<file path="config.mk">
export PLATFORM = sky130hd
export DESIGN_NAME = booth_mult_seq
export DESIGN_NICKNAME = d
export VERILOG_FILES = /design/src/rtl/booth_pkg.sv /design/src/rtl/booth_step_unit.sv /design/src/rtl/booth_mult_seq.sv
export SDC_FILE = /design/constraint.sdc
export NUM_CORES = 1
export LEC_CHECK = 0
export CAP_MARGIN = 30
export CELL_PAD_IN_SITES_DETAIL_PLACEMENT = 0
export CELL_PAD_IN_SITES_GLOBAL_PLACEMENT = 1
export CORE_MARGIN = 4
export CORE_UTILIZATION = 44
export CTS_BUF_LIST = sky130_fd_sc_hd__clkbuf_4 sky130_fd_sc_hd__clkbuf_8 sky130_fd_sc_hd__clkbuf_16
export DETAILED_ROUTE_END_ITERATION = 7
export GPL_ROUTABILITY_DRIVEN = 0
export PLACE_DENSITY_LB_ADDON = 0.2
export SLEW_MARGIN = 0
export SYNTH_ARGS = -nofsm -noshare
export SYNTH_HDL_FRONTEND = slang
export SYNTH_SLANG_ARGS = --single-unit
</file>
<file path="constraint.sdc">
create_clock -name i_clk -period 4.7 [get_ports i_clk]
set_input_delay 1.175 -clock i_clk [delete_from_list [all_inputs] [get_ports i_clk]]
set_output_delay 1.175 -clock i_clk [all_outputs]
set_load 0.02 [all_outputs]
</file>
<file path="src/rtl/booth_pkg.sv">
// Shared encodings for the sequential radix-2 Booth multiplier: FSM states
// and the {Q[0],Q(-1)} recoding that selects add or subtract.
package booth_pkg;

   typedef enum logic [1:0] {
      ST_IDLE = 2'd0,
      ST_RUN  = 2'd1,
      ST_DONE = 2'd2
   } state_t;

   localparam logic [1:0] BOOTH_ADD = 2'b01;
   localparam logic [1:0] BOOTH_SUB = 2'b10;

endpackage

</file>
<file path="src/rtl/booth_step_unit.sv">
// One combinational radix-2 Booth step: conditional add/sub of M into ACC,
// then arithmetic right shift of {ACC,Q,Q(-1)}. Holds no state.
module booth_step_unit
   import booth_pkg::*;
#(
   parameter int W = 5
) (
   input  logic [W-1:0] acc,
   input  logic [W-1:0] q,
   input  logic         q_m1,
   input  logic [W-1:0] m,
   output logic [W-1:0] acc_nxt,
   output logic [W-1:0] q_nxt,
   output logic         q_m1_nxt
);

   logic [W-1:0] sum;

   always_comb begin
      sum = acc;
      case ({q[0], q_m1})
         BOOTH_ADD: sum = acc + m;
         BOOTH_SUB: sum = acc - m;
         default:   sum = acc;
      endcase
   end

   // Operands are pre-extended by one bit, so ACC never overflows and the
   // sign bit can be replicated safely.
   assign {acc_nxt, q_nxt, q_m1_nxt} = {sum[W-1], sum, q};

endmodule

</file>
<file path="src/rtl/booth_mult_seq.sv">
// Sequential signed/unsigned Booth multiplier, WIDTH+1 steps per operation,
// fixed latency; new starts are ignored while busy.
module booth_mult_seq
   import booth_pkg::*;
#(
   parameter int WIDTH = 4,
   parameter int CNT_W = $clog2(WIDTH + 2)
) (
   input  logic               i_clk,
   input  logic               i_rst_n,
   input  logic               i_start,
   input  logic               i_signed,
   input  logic [WIDTH-1:0]   i_multiplicand,
   input  logic [WIDTH-1:0]   i_multiplier,
   output logic [2*WIDTH-1:0] o_product,
   output logic               o_busy,
   output logic               o_done
);

   localparam int XW = WIDTH + 1;

   state_t           state;
   logic [XW-1:0]    m_reg;
   logic [XW-1:0]    acc;
   logic [XW-1:0]    q;
   logic             q_m1;
   logic [CNT_W-1:0] cnt;

   logic [XW-1:0]    acc_nxt;
   logic [XW-1:0]    q_nxt;
   logic             q_m1_nxt;
   logic [XW-1:0]    m_ext;
   logic [XW-1:0]    q_ext;

   // Extra top bit lets unsigned operands run through the signed algorithm.
   assign m_ext = {i_signed & i_multiplicand[WIDTH-1], i_multiplicand};
   assign q_ext = {i_signed & i_multiplier[WIDTH-1], i_multiplier};

   booth_step_unit #(.W(XW)) u_step (
      .acc      (acc),
      .q        (q),
      .q_m1     (q_m1),
      .m        (m_reg),
      .acc_nxt  (acc_nxt),
      .q_nxt    (q_nxt),
      .q_m1_nxt (q_m1_nxt)
   );

   always_ff @(posedge i_clk or negedge i_rst_n) begin
      if (!i_rst_n) begin
         state     <= ST_IDLE;
         m_reg     <= '0;
         acc       <= '0;
         q         <= '0;
         q_m1      <= 1'b0;
         cnt       <= '0;
         o_product <= '0;
         o_busy    <= 1'b0;
         o_done    <= 1'b0;
      end else begin
         case (state)
            ST_IDLE: begin
               if (i_start) begin
                  m_reg  <= m_ext;
                  q      <= q_ext;
                  acc    <= '0;
                  q_m1   <= 1'b0;
                  cnt    <= CNT_W'(WIDTH + 1);
                  state  <= ST_RUN;
                  o_busy <= 1'b1;
               end
            end
            ST_RUN: begin
               acc  <= acc_nxt;
               q    <= q_nxt;
               q_m1 <= q_m1_nxt;
               cnt  <= cnt - CNT_W'(1);
               if (cnt == CNT_W'(1)) begin
                  o_product <= {acc_nxt[WIDTH-2:0], q_nxt};
                  o_done    <= 1'b1;
                  state     <= ST_DONE;
               end
            end
            ST_DONE: begin
               o_done <= 1'b0;
               o_busy <= 1'b0;
               state  <= ST_IDLE;
            end
            default: begin
               o_done <= 1'b0;
               o_busy <= 1'b0;
               state  <= ST_IDLE;
            end
         endcase
      end
   end

endmodule
</file>
==> results.yml <==
outcome:
  status: "complete, no violations"
routing:
  viasPerCell: 5.16
  dr.pass1.iters: 4
  drt-initial-drc-count: 57
  wl_per_cell_microns: 13.9
  drc_errors: 0
  wl_microns: 3110
  vias: 1156
  ant_nets: 0
yosys:
  synth.distinct_cells: 35
  netlist_top_cells_area: "dfrtp_1 (50%), nand2_1 (8.5%), ha_1 (6.7%), o21ai_0 (5.3%), xnor2_1 (3.5%)"
  syn_avg_cell_area_sq_um: 9.81
  ys_ff_latch: 30
  ys_seq_area_frac: 0.500
  synth-edff-count: 0
  ys.flop_type: "dfrtp_1"
  synthCells: 153
  synth-adder-area-share: 0.0801
  synth-simple-area-share: 0.172
  synth_top_family_by_area: "simple AND/OR/NAND/NOR gates"
  yosys.area_share.xor_xnor: 0.0409
  syn_nets: 174
  synth_mux_area_frac: 0.0150
  synth_compound_area_frac: 0.149
  async_reset_ff_frac: 1.00
  netlist.area_leader.share: 0.500
  netlist_area_sq_um: 1500
  synth_warnings: 0
  synth_largest_area_cell: "dfrtp_1"
worst_setup_path:
  end_kind: "output pin"
  start_kind: "register"
  path_class: "register to output pin"
  critPathRequiredTime_ns: 3.52
  cp_cell_sequence: "clkdlybuf4s50_1"
  critPathSlowestCell: "clkdlybuf4s50_1"
  crit_family: "buffers and inverters"
  crit_path_max_incr_delay_ns: 0.61
  arrival_ns: 1.29
  path_buf_inv: 1
  worstPathMaxFanout: 2
clock_network:
  clock-sinks: 30
  insertion_delay_ns: 0.33
  cts_buffers: 5
  cts.repair.resized: 0
  cts_tree: "done"
  clkSlewWorstSetupHoldPaths_ns: 0.09
  post-cts-setup-buffers: 0
  holdBufCountCts: 0
  h-tree-depth: 2
  clock_path_buffers: 2
  clock-root-buffer: "clkbuf_4"
layout:
  n_fill_cell: 311
  antenna_cells: 0
  final_nets: 200
  multi_input_area_sq_um: 686
  layout.cells.non_filler: 224
  fin_util: 0.575
  largest_register_ffs: 8
  drive_above_1_share: 0.0889
  area_delta_synth_final_pct: 20.9
  register_area_sq_um: 751
grt:
  grt_pass1_wl_microns: 5540
  first_global_vias: 1147
  grt_overflow: 0
  grt_usage: 0.167
  antenna_found_initial: 0
  grt_max_degree: 31
floorplanning:
  core_sq_um: 3150
  die_w_microns: 66.4
  start_util: 0.476
  num_rows: 20
  die_area_sq_um: 4410
  io_pins: 22
  die_h_microns: 66.4
sta:
  worst_pin_slew_ns: 0.597
  finalCriticalPeriod_ns: 2.46
  finalCritPeriodShare: 0.524
  maxSlewViolCount: 0
  final.setup_skew_ns: 0.00955
  fin_ws_ns: 2.24
  tns_ns: 0
  max_freq_mhz: 406
  hold_viol: 0
  rsz0062_at_grt: "false"
  setup_viol: 0
  slew_headroom: 0.600
placed_design:
  hpwl_microns: 2330
  numPortBuffers: 21
  place_inst: 216
  pre_cts_slack_ns: 2.04
run:
  maxCapViolCount: 0
power:
  fin_total_pwr_uw: 1400
  power-per-cell-area_nw_per_um2: 773
  peakVddDrop_mv: 0.318
  leakagePower_uw: 0.000850
hold_path:
  worstHoldPathType: "register to register"
-- final timing paths --
check	slack (ns)	cells past startpoint	end	start
max	2.24	1	o_busy	o_busy
min	0.48	2	o_product[1]	o_product[1]
max reg2reg	2.50	10	acc[2]	q_m1
min reg2reg	0.48	2	o_product[1]	o_product[1]
max in group asynchronous	3.20	2	cnt[0]	i_rst_n
min in group asynchronous	1.22	2	acc[1]	i_rst_n
-- logic make-up (layout without fill, tap and decap cells) --
family	count (synthesis)	count (layout)
and+or+nand+nor	54	54
muxes	2	2
DFF	30	30
AOI/OAI and AO/OA	37	37
xor gates and xnor gates	7	7
adders and majority gates	9	9
buffers and inverters	14	41
-- where the power goes --
| group | switching [uW] | internal [uW] |
|---|---|---|
| clock network | 89.0 | 78.2 |
| registers | 97.7 | 374 |
| logic | 409 | 355 |
| total | 596 | 807 |
-- metrics by stage --
stage | hold WS, ns | cell area, sq um
2_1_floorplan | 0.450 | 1500
3_5_place_dp | 0.466 | 1750
3_3_place_gp | 0.458 | 1750
4_1_cts | 0.491 | 1810
6_report | 0.484 | 1810
5_1_grt | 0.521 | 1810
-- cell type report --
type / count / share of cell area
Clock inverter: 1 / 0.00276
Multi-Input combinational cell: 109 / 0.378
Timing Repair Buffer: 22 / 0.120
Inverter: 11 / 0.0228
Clock buffer: 7 / 0.0324
Sequential cell: 30 / 0.414
Tap cell: 44 / 0.0303
-- metal layers --
layer / GRT usage / share of wire / up-vias
li1: - / - / 570
met1: 0.233 / 0.48 / 558
met2: 0.249 / 0.46 / 24
met3: 0.0527 / 0.043 / 4
met4: 0.0457 / 0.011 / 0
met5: 0 / 0 / -
-- cell usage after synthesis (2+ instances only) --
library cell and count:
nand2_1 34, o21ai_0 16, and2b_1 2, nand3_1 3, a22oi_1 4, a31oi_1 2
xnor2_1 6, nand2b_1 2, a21oi_1 5, mux2_2 2, inv_1 10, nor2b_1 2
dfrtp_1 30, nor2_1 5, ha_1 8, a21o_1 3
-- cells in the final DEF (no fill, tap or decap), types with 2 or more instances in the layout --
cell	count
and2b_1	2
a21o_1	3
nor2b_1	2
o21ai_0	16
a31oi_1	2
clkdlybuf4s50_1	21
xnor2_1	6
ha_1	8
inv_1	10
nand2b_1	2
nand2_1	34
mux2_2	2
a22oi_1	4
dfrtp_1	30
a21oi_1	5
nand3_1	3
nor2_1	5
clkbuf_4	6
-- worst min-delay path: cells and delay by family, from the launching register on --
kind / cells / cell delay, ns
simple gates: 2 / 0.10
flops: 1 / 0.35
(Power assumes the default switching activity.)
==> edit 1: new RTL, same flow settings <==
Change the parameter `WIDTH` from 4 to 8.
--- a/src/rtl/booth_mult_seq.sv
+++ b/src/rtl/booth_mult_seq.sv
@@ -3,7 +3,7 @@
 module booth_mult_seq
    import booth_pkg::*;
 #(
-   parameter int WIDTH = 4,
+   parameter int WIDTH = 8,
    parameter int CNT_W = $clog2(WIDTH + 2)
 ) (
    input  logic               i_clk,
Interface: changed (resized i_multiplicand, i_multiplier and o_product); port bits go from 22 to 38. No check against the original RTL was run, so the function may have changed too.
==> edit 1 against the original RTL <==
- sequential cell count grew 21
- final area grew 74%
- total power grew 90%
- wire length grew 87%
- via count grew 84%
- area after synthesis grew 78%
- setup slack lost 0.35 ns
- clock power grew 52%
- hold slack lost 0.0038 ns
==> edit 1: results (changes against the original RTL) <==
[status] status completed [unchanged]
[final_layout] signed area change from the synthesized netlist to the final layout 18.2% [was 20.9%]
[worst_setup_path] critical path peak fanout 8 [was 2]
[placement] placed wire-length estimate after detailed placement 4140 um [was 2330 um]
[power_and_ir_drop] internal power summed over all cells 1.46 mW [was 807 uW]
[synth] warning count from the yosys run 0 [unchanged]
[final_layout] Seq. cell area 0.00128 sq mm [was 751 sq um]
[global_route] wire length of the first global-routing pass 10,200 um [was 5540 um]
[final_layout] fraction of layout cells with a size suffix above 1 5.59% [was 8.89%]
[placement] # placed instances 389 [was 216]
[timing] largest clock skew in the final design 0.00550 ns [was 0.00955 ns]
[synth] library cells used by synthesis 47 [was 35]
[power_and_ir_drop] clock-net power 254 uW [was 167 uW]
[global_route] met1 GRT Util 23.8% [was 23.3%]
[cts] TritonCTS sink count 51 [was 30]
[worst_setup_path] crit-path leading delay family adder cells [was buffers and inverters]
[route] Metal-1 WL 2780 um [was 1510 um]
[power_and_ir_drop] Max IR drop VDD 0.413 mV [was 0.318 mV]
[route] final wirelength 5810 um [was 3110 um]
[worst_hold_path] min-delay src o_product[3] [was o_product[1]]
[synth] ranking of synthesized cells by instance count nand2_1, dfrtp_1, o21ai_1 [was nand2_1, dfrtp_1, o21ai_0]
[timing] Final Cycle Share 59.9% [was 52.4%]
[synth] mean cell area of the mapped netlist 9.23 sq um [was 9.81 sq um]
[worst_setup_path] reg-to-reg setup timing slack 1.89 ns [was 2.50 ns]
[worst_hold_path] hold worst-path end o_product[3] [was o_product[1]]
[route] met2 wirelength from detailed routing 2810 um [was 1430 um]
[cts] Clock Tree Root clkbuf_8 [was clkbuf_4]
[global_route] largest net degree at the start of global routing 52 [was 31]
[final_layout] non-filler cells, final 397 [was 224]
[route] total via count in the routed design 2,127 [was 1,156]
[final_layout] number of combinational gates with multiple inputs 213 [was 109]
[timing] measured slew at the worst slew-check pin 0.841 ns [was 0.597 ns]
[timing] hold slack final 0.480 ns [was 0.484 ns]
[power_and_ir_drop] leakage power 1.41 nW [was 0.850 nW]
[worst_setup_path] critical path arrival 2.97 ns [was 1.29 ns]
[final_layout] share of cell area taken by multi-input logic gates 40.3% [was 37.8%]
[final_layout] clock network contribution to total cell area 2.82% [was 3.52%]
[final_layout] layout filler cell count 556 [was 311]
[worst_setup_path] RR Endpoint acc[7] [was acc[2]]
[global_route] global-route usage over all layers 17.3% [was 16.7%]
[global_route] grt met2 use 27.8% [was 24.9%]
[synth] post-synthesis net count 322 [was 174]
[power_and_ir_drop] power per standard cell area 845 mW/mm^2 [was 773 mW/mm^2]
[cts] clock latency on the worst-skew pair 0.30 ns [was 0.33 ns]
[placement] number of buffer cells added on primary ports 37 [was 21]
[worst_setup_path] slowest cell on the critical path mux2_2 [was clkdlybuf4s50_1]
[route] wire length on met3 165 um [was 135 um]
[power_and_ir_drop] Comb. pwr 1.59 mW [was 764 uW]
[final_layout] Non-Clock Buffer Count 39 [was 22]
[placement] worst slack at placement 1.96 ns [was 2.04 ns]
[edit 1: cell types whose count changed in the layout (fill, tap and decap cells not counted), sizes merged, moves of 4 or more]
cell and change:
o21ai +13, clkdlybuf4s50 +15, nand2 +40, nor3 +7, dfrtp +21, ha +4, a21oi +4, nor2 +6
[edit 1: how the worst max path moves through the flow]
stage,to,cells past startpoint
4_1_cts,acc[7],10
3_5_place_dp,acc[7],10
5_1_grt,o_product[11],4
6_report,acc[7],10
2_1_floorplan,acc[7],11
3_3_place_gp,acc[7],9
[edit 1: kinds of logic (layout without fill, tap and decap cells)]
group	after synthesis	in the layout	share of synthesized area, %
AND/OR/NAND/NOR	113	113	18.6
XOR/XNOR	9	9	2.96
buffers and inverters	25	58	4.46
flip-flops	51	51	47.9
AO/OA/AOI/OAI	73	73	17.7
multiplexers	5	5	2.06
adder cells (fa/ha/maj)	13	13	6.38
[edit 1: tightest hold or removal path, stage by stage (launching register included)]
cell	delay, ns
dfrtp_1	0.35
nand2_1	0.05
nand2_1	0.05
==> edit 2: new RTL, same flow settings <==
Without the edit above. Reset style: synchronous (`i_rst_n`), changed in one clocked block.
--- a/src/rtl/booth_mult_seq.sv
+++ b/src/rtl/booth_mult_seq.sv
@@ -46,7 +46,7 @@
       .q_m1_nxt (q_m1_nxt)
    );
 
-   always_ff @(posedge i_clk or negedge i_rst_n) begin
+   always_ff @(posedge i_clk) begin
       if (!i_rst_n) begin
          state     <= ST_IDLE;
          m_reg     <= '0;
Check against the original RTL: differs if i_rst_n is asserted again (counterexample within 4 cycles, from zero or initial values and one cycle with i_rst_n low); with i_rst_n held inactive, the same outputs for 10 cycles.
==> edit 2 against the original RTL <==
- die area rose by 2.4%
- critical path type is now in2reg
- setup slack got worse by 0.44 ns
- largest cell class is now multi-input gates
- count of clock-buffer cells in the layout did not move
- wire length increased by 6.2%
- first-iteration DRC count rose by 61%
- final area grew 1.1%
- sequential cell count stayed put
- area after synthesis up 2.8%
- highest routed layer unchanged
Power is not compared: it rests on default switching activity, and its combinational part moved more than twofold at a synthesized area within 25%.
==> edit 2: results (changes against the original RTL) <==
[status] status completed [unchanged]
[global_route] largest net degree at the start of global routing 32 [was 31]
[worst_setup_path] stage delay of the slowest cell on the critical path 0.66 ns [was 0.61 ns]
[timing] worst slew margin relative to its limit 36.8% [was 60.0%]
[worst_hold_path] min-delay src o_product[3] [was o_product[1]]
[global_route] global-route usage over all layers 17.5% [was 16.7%]
[synth] warning count from the yosys run 0 [unchanged]
[worst_setup_path] category of the critical setup timing path in2reg [was reg2out]
[worst_setup_path] crit-path leading delay family simple AND/OR/NAND/NOR gates [was buffers and inverters]
[worst_setup_path] critical path peak fanout 13 [was 2]
[worst_setup_path] worst r2r path cells 9 [was 10]
[synth] synth top area cells dfxtp_1, nand2_1, ha_1 [was dfrtp_1, nand2_1, ha_1]
[synth] post-synthesis net count 198 [was 174]
[route] total via count in the routed design 1,271 [was 1,156]
[worst_setup_path] RR Endpoint o_product[7] [was acc[2]]
[synth] library cells used by synthesis 39 [was 35]
[placement] worst slack at placement 1.46 ns [was 2.04 ns]
[worst_hold_path] hold worst-path end o_product[3] [was o_product[1]]
[synth] proportion of synthesized flip-flops having asynchronous set or reset 0% [was 100%]
[worst_setup_path] Crit Reg-Reg Startpoint m_reg[0] [was q_m1]
[timing] largest clock skew in the final design 0.00328 ns [was 0.00955 ns]
[route] number of DRC violations after detailed-routing iteration 0 92 [was 57]
[global_route] wire length of the first global-routing pass 5840 um [was 5540 um]
[worst_setup_path] reg-to-reg setup timing slack 2.33 ns [was 2.50 ns]
[synth] leading register cell type out of synthesis dfxtp_1 [was dfrtp_1]
[worst_setup_path] slowest cell on the critical path nor3b_2 [was clkdlybuf4s50_1]
[final_layout] layout filler cell count 352 [was 311]
[worst_setup_path] critical path arrival 3.13 ns [was 1.29 ns]
[placement] placed wire-length estimate after detailed placement 2380 um [was 2330 um]
[cts] number of buffers added for setup after CTS 0 [unchanged]
[final_layout] fraction of layout cells with a size suffix above 1 7.11% [was 8.89%]
[edit 2: cell types whose count changed in the layout (fill, tap and decap cells not counted), moves of 5 or more]
cell      delta
a21boi_0     +8
a21boi_1    +10
dfrtp_1     -30
dfxtp_1     +30
nand2_1      -5
o21ai_0     -12
[edit 2: area by class of cell]
cell class / count / area (sq um) / area share [%]
Multi-Input combinational cell: 127 / 861 / 46.9
Sequential cell: 30 / 601 / 32.7
Timing Repair Buffer: 21 / 210 / 11.5
Clock buffer: 7 / 58.8 / 3.21
Tap cell: 46 / 57.6 / 3.14
Inverter: 11 / 41.3 / 2.25
Clock inverter: 1 / 5.00 / 0.273
[edit 2: tightest hold or removal path, delay by kind of cell, from the launching register on]
family,cells,cell delay [ns]
AOI/OAI and AO/OA,1,0.05
and+or+nand+nor,1,0.05
DFF,1,0.32
[edit 2: worst max path at each step]
stage | start | slack, ns | endpoint | depth (start not counted)
2_1_floorplan | m_reg[0] | 2.54 | o_product[7] | 9
3_3_place_gp | i_start | 1.49 | acc[2] | 5
3_5_place_dp | i_start | 1.46 | acc[2] | 5
4_1_cts | i_start | 1.82 | acc[2] | 5
5_1_grt | i_start | 1.62 | acc[2] | 5
6_report | i_start | 1.80 | acc[2] | 5
[edit 2: per-stage QoR]
step / hold slack [ns] / instance area, sq um / total power, mW / std cells
final: 0.454 / 1830 / 0.573 / 243
after global routing: 0.485 / 1830 / 0.613 / 243
after CTS: 0.460 / 1830 / 0.583 / 243
after detailed placement: 0.446 / 1770 / 0.411 / 235
after global placement: 0.443 / 1770 / 0.406 / 235
after floorplan: 0.443 / 1540 / 0.374 / 177
[edit 2: kinds of logic (layout without fill, tap and decap cells)]
logic type / Yosys count / after routing / synth area share [%]
flip-flops: 30 / 30 / 39.0
buffers and inverters: 20 / 40 / 5.20
XOR/XNOR: 4 / 4 / 2.27
multiplexers: 4 / 4 / 2.68
AO/OA/AOI/OAI: 44 / 44 / 20.9
AND/OR/NAND/NOR: 66 / 66 / 22.2
adder cells (fa/ha/maj): 9 / 9 / 7.79
[edit 2: per-layer routing]
metal  track usage (%)  wire (um)  vias up
met5                 0          0        -
met4              7.59         59        0
met3              4.99        110        6
met2              28.2       1570       19
met1              21.6       1560      598
li1                  -          -      648
[edit 2: power groups by stage]
stage               Sequential (mW)  Clock [mW]  Combinational, mW
floorplan                     0.286           0             0.0878
finish                        0.279       0.168              0.126
global route                  0.282       0.189              0.143
global placement              0.284           0              0.122
detailed placement            0.285           0              0.126
CTS                           0.279       0.177              0.127
